<file path="config.mk">
export PLATFORM = sky130hd
export DESIGN_NAME = gps_ca_code_gen
export DESIGN_NICKNAME = d
export VERILOG_FILES = /design/src/rtl/gps_ca_pkg.sv /design/src/rtl/gps_g2_tap_sel.sv /design/src/rtl/gps_ca_code_gen.sv
export SDC_FILE = /design/constraint.sdc
export NUM_CORES = 1
export LEC_CHECK = 0
export BUFFER_PORTS_ARGS = -buffer_cell sky130_fd_sc_hd__buf_2
export CAP_MARGIN = 15
export CORE_ASPECT_RATIO = 0.6
export CORE_MARGIN = 5
export CORE_UTILIZATION = 40
export DETAILED_ROUTE_END_ITERATION = 16
export GPL_TIMING_DRIVEN = 0
export PLACE_DENSITY = 0.67
export SYNTH_ARGS = -nofsm -noshare
export SYNTH_HDL_FRONTEND = slang
export SYNTH_HIERARCHICAL = 1
export SYNTH_SLANG_ARGS = --single-unit
</file>
<file path="constraint.sdc">
create_clock -name clkin -period 5.73 [get_ports clkin]
set_input_delay 0.2865 -clock clkin [delete_from_list [all_inputs] [get_ports clkin]]
set_output_delay 0.2865 -clock clkin [all_outputs]
set_load 0.02 [all_outputs]
</file>
<file path="src/rtl/gps_ca_pkg.sv">
`default_nettype none
// ============================================================================
// Module  : gps_ca_pkg
// Brief   : GPS L1 C/A shared constants and G2 phase-select table.
// Revision: 1.0 - initial release
// ============================================================================
package gps_ca_pkg;

    // Tap masks: bit (k-1) represents LFSR stage k.
    localparam logic [9:0] G1_TAPS   = 10'h204;
    localparam logic [9:0] G2_TAPS   = 10'h3A6;
    localparam logic [9:0] LFSR_INIT = 10'h3FF;
    localparam int         CA_LEN    = 1023;
    localparam logic [5:0] PRN_MIN   = 6'd1;
    localparam logic [5:0] PRN_MAX   = 6'd32;

    typedef struct packed {
        logic [3:0] s1;
        logic [3:0] s2;
    } g2_phase_t;

    function automatic g2_phase_t g2_phase_sel(input logic [5:0] prn);
        g2_phase_t ph;
        case (prn)
            6'd1:    ph = '{4'd2, 4'd6};
            6'd2:    ph = '{4'd3, 4'd7};
            6'd3:    ph = '{4'd4, 4'd8};
            6'd4:    ph = '{4'd5, 4'd9};
            6'd5:    ph = '{4'd1, 4'd9};
            6'd6:    ph = '{4'd2, 4'd10};
            6'd7:    ph = '{4'd1, 4'd8};
            6'd8:    ph = '{4'd2, 4'd9};
            6'd9:    ph = '{4'd3, 4'd10};
            6'd10:   ph = '{4'd2, 4'd3};
            6'd11:   ph = '{4'd3, 4'd4};
            6'd12:   ph = '{4'd5, 4'd6};
            6'd13:   ph = '{4'd6, 4'd7};
            6'd14:   ph = '{4'd7, 4'd8};
            6'd15:   ph = '{4'd8, 4'd9};
            6'd16:   ph = '{4'd9, 4'd10};
            6'd17:   ph = '{4'd1, 4'd4};
            6'd18:   ph = '{4'd2, 4'd5};
            6'd19:   ph = '{4'd3, 4'd6};
            6'd20:   ph = '{4'd4, 4'd7};
            6'd21:   ph = '{4'd5, 4'd8};
            6'd22:   ph = '{4'd6, 4'd9};
            6'd23:   ph = '{4'd1, 4'd3};
            6'd24:   ph = '{4'd4, 4'd6};
            6'd25:   ph = '{4'd5, 4'd7};
            6'd26:   ph = '{4'd6, 4'd8};
            6'd27:   ph = '{4'd7, 4'd9};
            6'd28:   ph = '{4'd8, 4'd10};
            6'd29:   ph = '{4'd1, 4'd6};
            6'd30:   ph = '{4'd2, 4'd7};
            6'd31:   ph = '{4'd3, 4'd8};
            6'd32:   ph = '{4'd4, 4'd9};
            default: ph = '{4'd2, 4'd6};
        endcase
        return ph;
    endfunction

endpackage
`default_nettype wire

</file>
<file path="src/rtl/gps_g2_tap_sel.sv">
`default_nettype none
// ============================================================================
// Module  : gps_g2_tap_sel
// Brief   : Selects the two PRN-specific G2 stages and XORs them.
// Revision: 1.0 - initial release
// ============================================================================
module gps_g2_tap_sel
    import gps_ca_pkg::*;
(
    input  logic [5:0] prn,
    input  logic [9:0] g2,
    output logic       tap
);

    g2_phase_t w_phase;
    logic      w_bit_a;
    logic      w_bit_b;

    always_comb begin
        w_phase = g2_phase_sel(prn);
        w_bit_a = 1'b0;
        w_bit_b = 1'b0;
        for (int i = 0; i < 10; i++) begin
            if (w_phase.s1 == 4'(i + 1)) w_bit_a = g2[i];
            if (w_phase.s2 == 4'(i + 1)) w_bit_b = g2[i];
        end
        tap = w_bit_a ^ w_bit_b;
    end

endmodule
`default_nettype wire

</file>
<file path="src/rtl/gps_ca_code_gen.sv">
`default_nettype none
// ============================================================================
// Module  : gps_ca_code_gen
// Brief   : GPS L1 C/A Gold-code generator advanced by code-clock rising edges.
// Revision: 1.0 - initial release
// ============================================================================
module gps_ca_code_gen
    import gps_ca_pkg::*;
#(
    parameter logic [5:0] DEFAULT_PRN = 6'd1,
    parameter int         CA_LEN      = gps_ca_pkg::CA_LEN
) (
    input  logic       clkin,
    input  logic       rst,
    input  logic       clk_ca_1023,
    input  logic       en,
    input  logic [5:0] prn_sel,
    input  logic       prn_load,
    output logic       ca_chip,
    output logic [9:0] chip_idx,
    output logic       epoch,
    output logic [5:0] prn_cur,
    output logic       prn_err
);

    localparam logic [9:0] C_LAST_IDX = 10'(CA_LEN - 1);

    logic       r_clk_d_q;
    logic [9:0] r_g1_q, w_g1_d;
    logic [9:0] r_g2_q, w_g2_d;
    logic [9:0] r_idx_q, w_idx_d;
    logic [5:0] r_prn_q, w_prn_d;
    logic       r_epoch_q, w_epoch_d;
    logic       r_err_q, w_err_d;
    logic       w_tick;
    logic       w_prn_ok;
    logic       w_load;
    logic       w_g2_tap;

    assign w_tick   = clk_ca_1023 & ~r_clk_d_q & en;
    assign w_prn_ok = (prn_sel >= PRN_MIN) && (prn_sel <= PRN_MAX);
    assign w_load   = prn_load & w_prn_ok;

    always_comb begin
        w_g1_d    = r_g1_q;
        w_g2_d    = r_g2_q;
        w_idx_d   = r_idx_q;
        w_prn_d   = r_prn_q;
        w_epoch_d = 1'b0;
        w_err_d   = prn_load & ~w_prn_ok;
        if (w_load) begin
            // A valid load restarts the code and swallows any coincident tick.
            w_prn_d = prn_sel;
            w_g1_d  = LFSR_INIT;
            w_g2_d  = LFSR_INIT;
            w_idx_d = '0;
        end else if (w_tick) begin
            if (r_idx_q == C_LAST_IDX) begin
                w_idx_d   = '0;
                w_g1_d    = LFSR_INIT;
                w_g2_d    = LFSR_INIT;
                w_epoch_d = 1'b1;
            end else begin
                w_idx_d = r_idx_q + 10'd1;
                w_g1_d  = {r_g1_q[8:0], ^(r_g1_q & G1_TAPS)};
                w_g2_d  = {r_g2_q[8:0], ^(r_g2_q & G2_TAPS)};
            end
        end
    end

    always_ff @(posedge clkin or negedge rst) begin
        if (!rst) begin
            r_clk_d_q <= 1'b0;
            r_g1_q    <= LFSR_INIT;
            r_g2_q    <= LFSR_INIT;
            r_idx_q   <= '0;
            r_prn_q   <= DEFAULT_PRN;
            r_epoch_q <= 1'b0;
            r_err_q   <= 1'b0;
        end else begin
            r_clk_d_q <= clk_ca_1023;
            r_g1_q    <= w_g1_d;
            r_g2_q    <= w_g2_d;
            r_idx_q   <= w_idx_d;
            r_prn_q   <= w_prn_d;
            r_epoch_q <= w_epoch_d;
            r_err_q   <= w_err_d;
        end
    end

    gps_g2_tap_sel u_g2_tap_sel (
        .prn (r_prn_q),
        .g2  (r_g2_q),
        .tap (w_g2_tap)
    );

    assign ca_chip  = r_g1_q[9] ^ w_g2_tap;
    assign chip_idx = r_idx_q;
    assign epoch    = r_epoch_q;
    assign prn_cur  = r_prn_q;
    assign prn_err  = r_err_q;

endmodule
`default_nettype wire
</file>
==> flow_summary.yaml <==
placement:
  gp_congestion: 0.9320
  hpwlAfterDp_mm: 5.222
  numPortBuffers: 29
  place_inst: 424
  dp_slack_ps: 1653
  placed_cell_area_um2: 3157
finish:
  fillers: 667
  diodes: 0
  seqCellArea_um2: 1002
  drive_gt1_share_pct: 29.03
  area_growth_pct: 14.34
  multi_input_area_um2: 1732
  utilization_pct: 46.36
  nets: 360
  fin_cells: 432
  finalInstanceArea_um2: 3313
timing:
  fin_tns_setup_ps: 0
  fin_crit_sh_pct: 76.14
  drv_slew: 0
  rsz0062_at_grt: "no"
  final.setup.worst_slack_ps: 1367
  max_freq_ghz: 0.2292
  skew_ps: 1.571
  fin_crit_ps: 4363
  setup_viol: 0
  tightest_slew_ps: 843.4
  slew_headroom_pct: 43.78
  hold_viol_final: 0
clock_network:
  tritoncts: "yes"
  cts_resized: 0
  root_buffer: "clkbuf_16"
  clkTransAtPathRegs_ps: 50
  htree_levels: 2
  clkLatencyLatePin_ps: 280
  cts_buffer_depth: 2
  numCtsBuffers: 5
  cts_setup_buffers: 0
  holdBufCountCts: 0
  cts_sinks: 39
detailed_routing:
  postRouteAntennaNets: 0
  routed_via_density: 5.900
  route.detailed.drc: 0
  drt_iter0_markers: 209
  routed_wl_mm: 7.012
  wire_per_inst_um: 16.23
  first_pass_iters: 5
  num_vias: 2549
floorplanning:
  ioPinCount: 30
  chipHeight_um: 75.93
  die_w_um: 119.9
  start_util_pct: 40.55
  coreArea_um2: 7147
  dieArea_um2: 9102
  rows: 24
synthesis:
  ys_types: 71
  synthDominantCellAreaShare_pct: 19.04
  seq_area_frac_synth_pct: 34.59
  netlist_instances: 304
  synth_edf_count: 0
  synth_ff_type: "dfstp_2"
  async_flop_share_pct: 100.0
  synth_top_area_cell: "dfstp_2"
  synth.ff_latch_count: 39
  ys_warn_count: 6
  mappedNetlistArea_um2: 2898
  avgSynthCellArea_um2: 9.532
  syn-num-nets: 324
  synth.area.top_cells: "dfstp_2 19%, dfrtp_1 16%, o22ai_1 4.5%"
global_routing:
  grt_overflow: 0
  grt_pass1_vias: 2382
  grt_pass1_wl_mm: 11.90
  grt_antenna_before_repair: 0
  grt_max_degree: 40
  grtUsageTotal_pct: 15.67
min_path:
  hold_class: "primary input to asynchronous set/reset pin"
critical_path:
  worstPathMaxFanout: 9
  endpoint_kind: "primary output"
  cp_data_required_time_ps: 5440
  critPathLaunchType: "flip-flop"
  path_class: "flip-flop to primary output"
  cp.arrival_ps: 4080
power_and_ir_drop:
  leakage_nw: 1.418
  peakVddDrop_mv: 0.1329
  powerDensity_nw_per_um2: 304.8
flow_run:
  drv_cap: 0
outcome:
  status: "completed"
-- cell usage after synthesis, types with 6 or more instances --
cell	count
o22ai_1	21
o21ai_0	8
dfrtp_1	18
nand2_1	34
nand2b_1	6
inv_1	11
nor3_1	7
a21oi_1	14
nor2_1	14
nand3_1	11
dfstp_2	21
ha_1	9
-- registers in the layout, summed over array words and instances, names as in the netlist --
signal     count
r_g1_q        10
chip_idx      10
r_clk_d_q      1
prn_err        1
epoch          1
prn_cur        6
r_g2_q        10
-- where the power goes --
part	switching, mW	internal, mW	leakage, nW
registers	0.0178	0.292	0.456
clock network	0.101	0.185	0.0772
logic	0.235	0.179	0.885
-- critical path, stage by stage (launching register included) --
cell	delay [ps]
dfstp_2	590
buf_2	230
inv_1	130
ha_1	390
or4b_1	550
o311ai_1	190
nor3_2	170
a21o_1	190
a221o_1	340
o211a_1	140
o211a_1	240
nor4_2	300
xor2_1	160
buf_2	180
-- metrics by stage --
stage | hold WS [ps] | total power, mW
after floorplan | -9.091 | 0.6272
after global placement | 423.5 | 0.7164
after detailed placement | 429.6 | 0.7220
after CTS | 144.3 | 1.012
after global routing | 144.7 | 1.071
final | 122.7 | 1.010
-- layout make-up --
| class | instances | area share [%] |
|---|---|---|
| Buffer | 18 | 3.701 |
| Timing Repair Buffer | 29 | 4.381 |
| Tap cell | 91 | 3.437 |
| Sequential cell | 39 | 30.25 |
| Multi-Input combinational cell | 236 | 52.27 |
| Clock buffer | 8 | 4.721 |
| Inverter | 11 | 1.246 |
-- cells in the final DEF (no fill, tap or decap), drive strengths merged, types with 6 or more instances in the layout --
| cell type | n |
|---|---|
| buf | 42 |
| nand2 | 34 |
| o22ai | 21 |
| dfstp | 21 |
| dfrtp | 18 |
| nor2 | 15 |
| a21oi | 15 |
| clkbuf | 13 |
| inv | 11 |
| nand3 | 11 |
| o21ai | 11 |
| ha | 9 |
| nor3 | 8 |
| mux2 | 7 |
| nand2b | 6 |
| a311oi | 6 |
-- cell families (layout without fill, tap and decap cells) --
group	count (synthesis)	after routing	share of synthesized area, %
DFF	39	39	34.59
xor gates and xnor gates	11	11	3.799
adders and majority gates	9	9	3.886
muxes	13	13	6.865
and+or+nand+nor	108	108	21.29
AOI/OAI and AO/OA	95	95	23.92
buffers and inverters	29	66	5.656
-- metal layers --
metal	track usage, %	wire length [µm]
met1	25.84	3667
met2	21.06	2877
met3	2.530	422
met4	3.086	44
met5	0	0
-- path summary, 6_finish.rpt --
path                                    startpoint                      end  slack, ps  cells past startpoint
setup / recovery            prn_cur[0]$_DFFE_PN1P_                  ca_chip       1370                     13
hold / removal                                 rst          epoch$_DFF_PN0_        120                      1
setup reg to reg           chip_idx[5]$_DFFE_PN0P_    r_g1_q[1]$_DFFE_PN1P_       4000                      5
hold reg to reg            chip_idx[8]$_DFFE_PN0P_  chip_idx[8]$_DFFE_PN0P_        530                      1
max in group asynchronous                      rst  chip_idx[0]$_DFFE_PN0P_       5080                      1
min in group clkin                     clk_ca_1023      r_clk_d_q$_DFF_PN0_        150                      1
(Power assumes the default switching activity.)
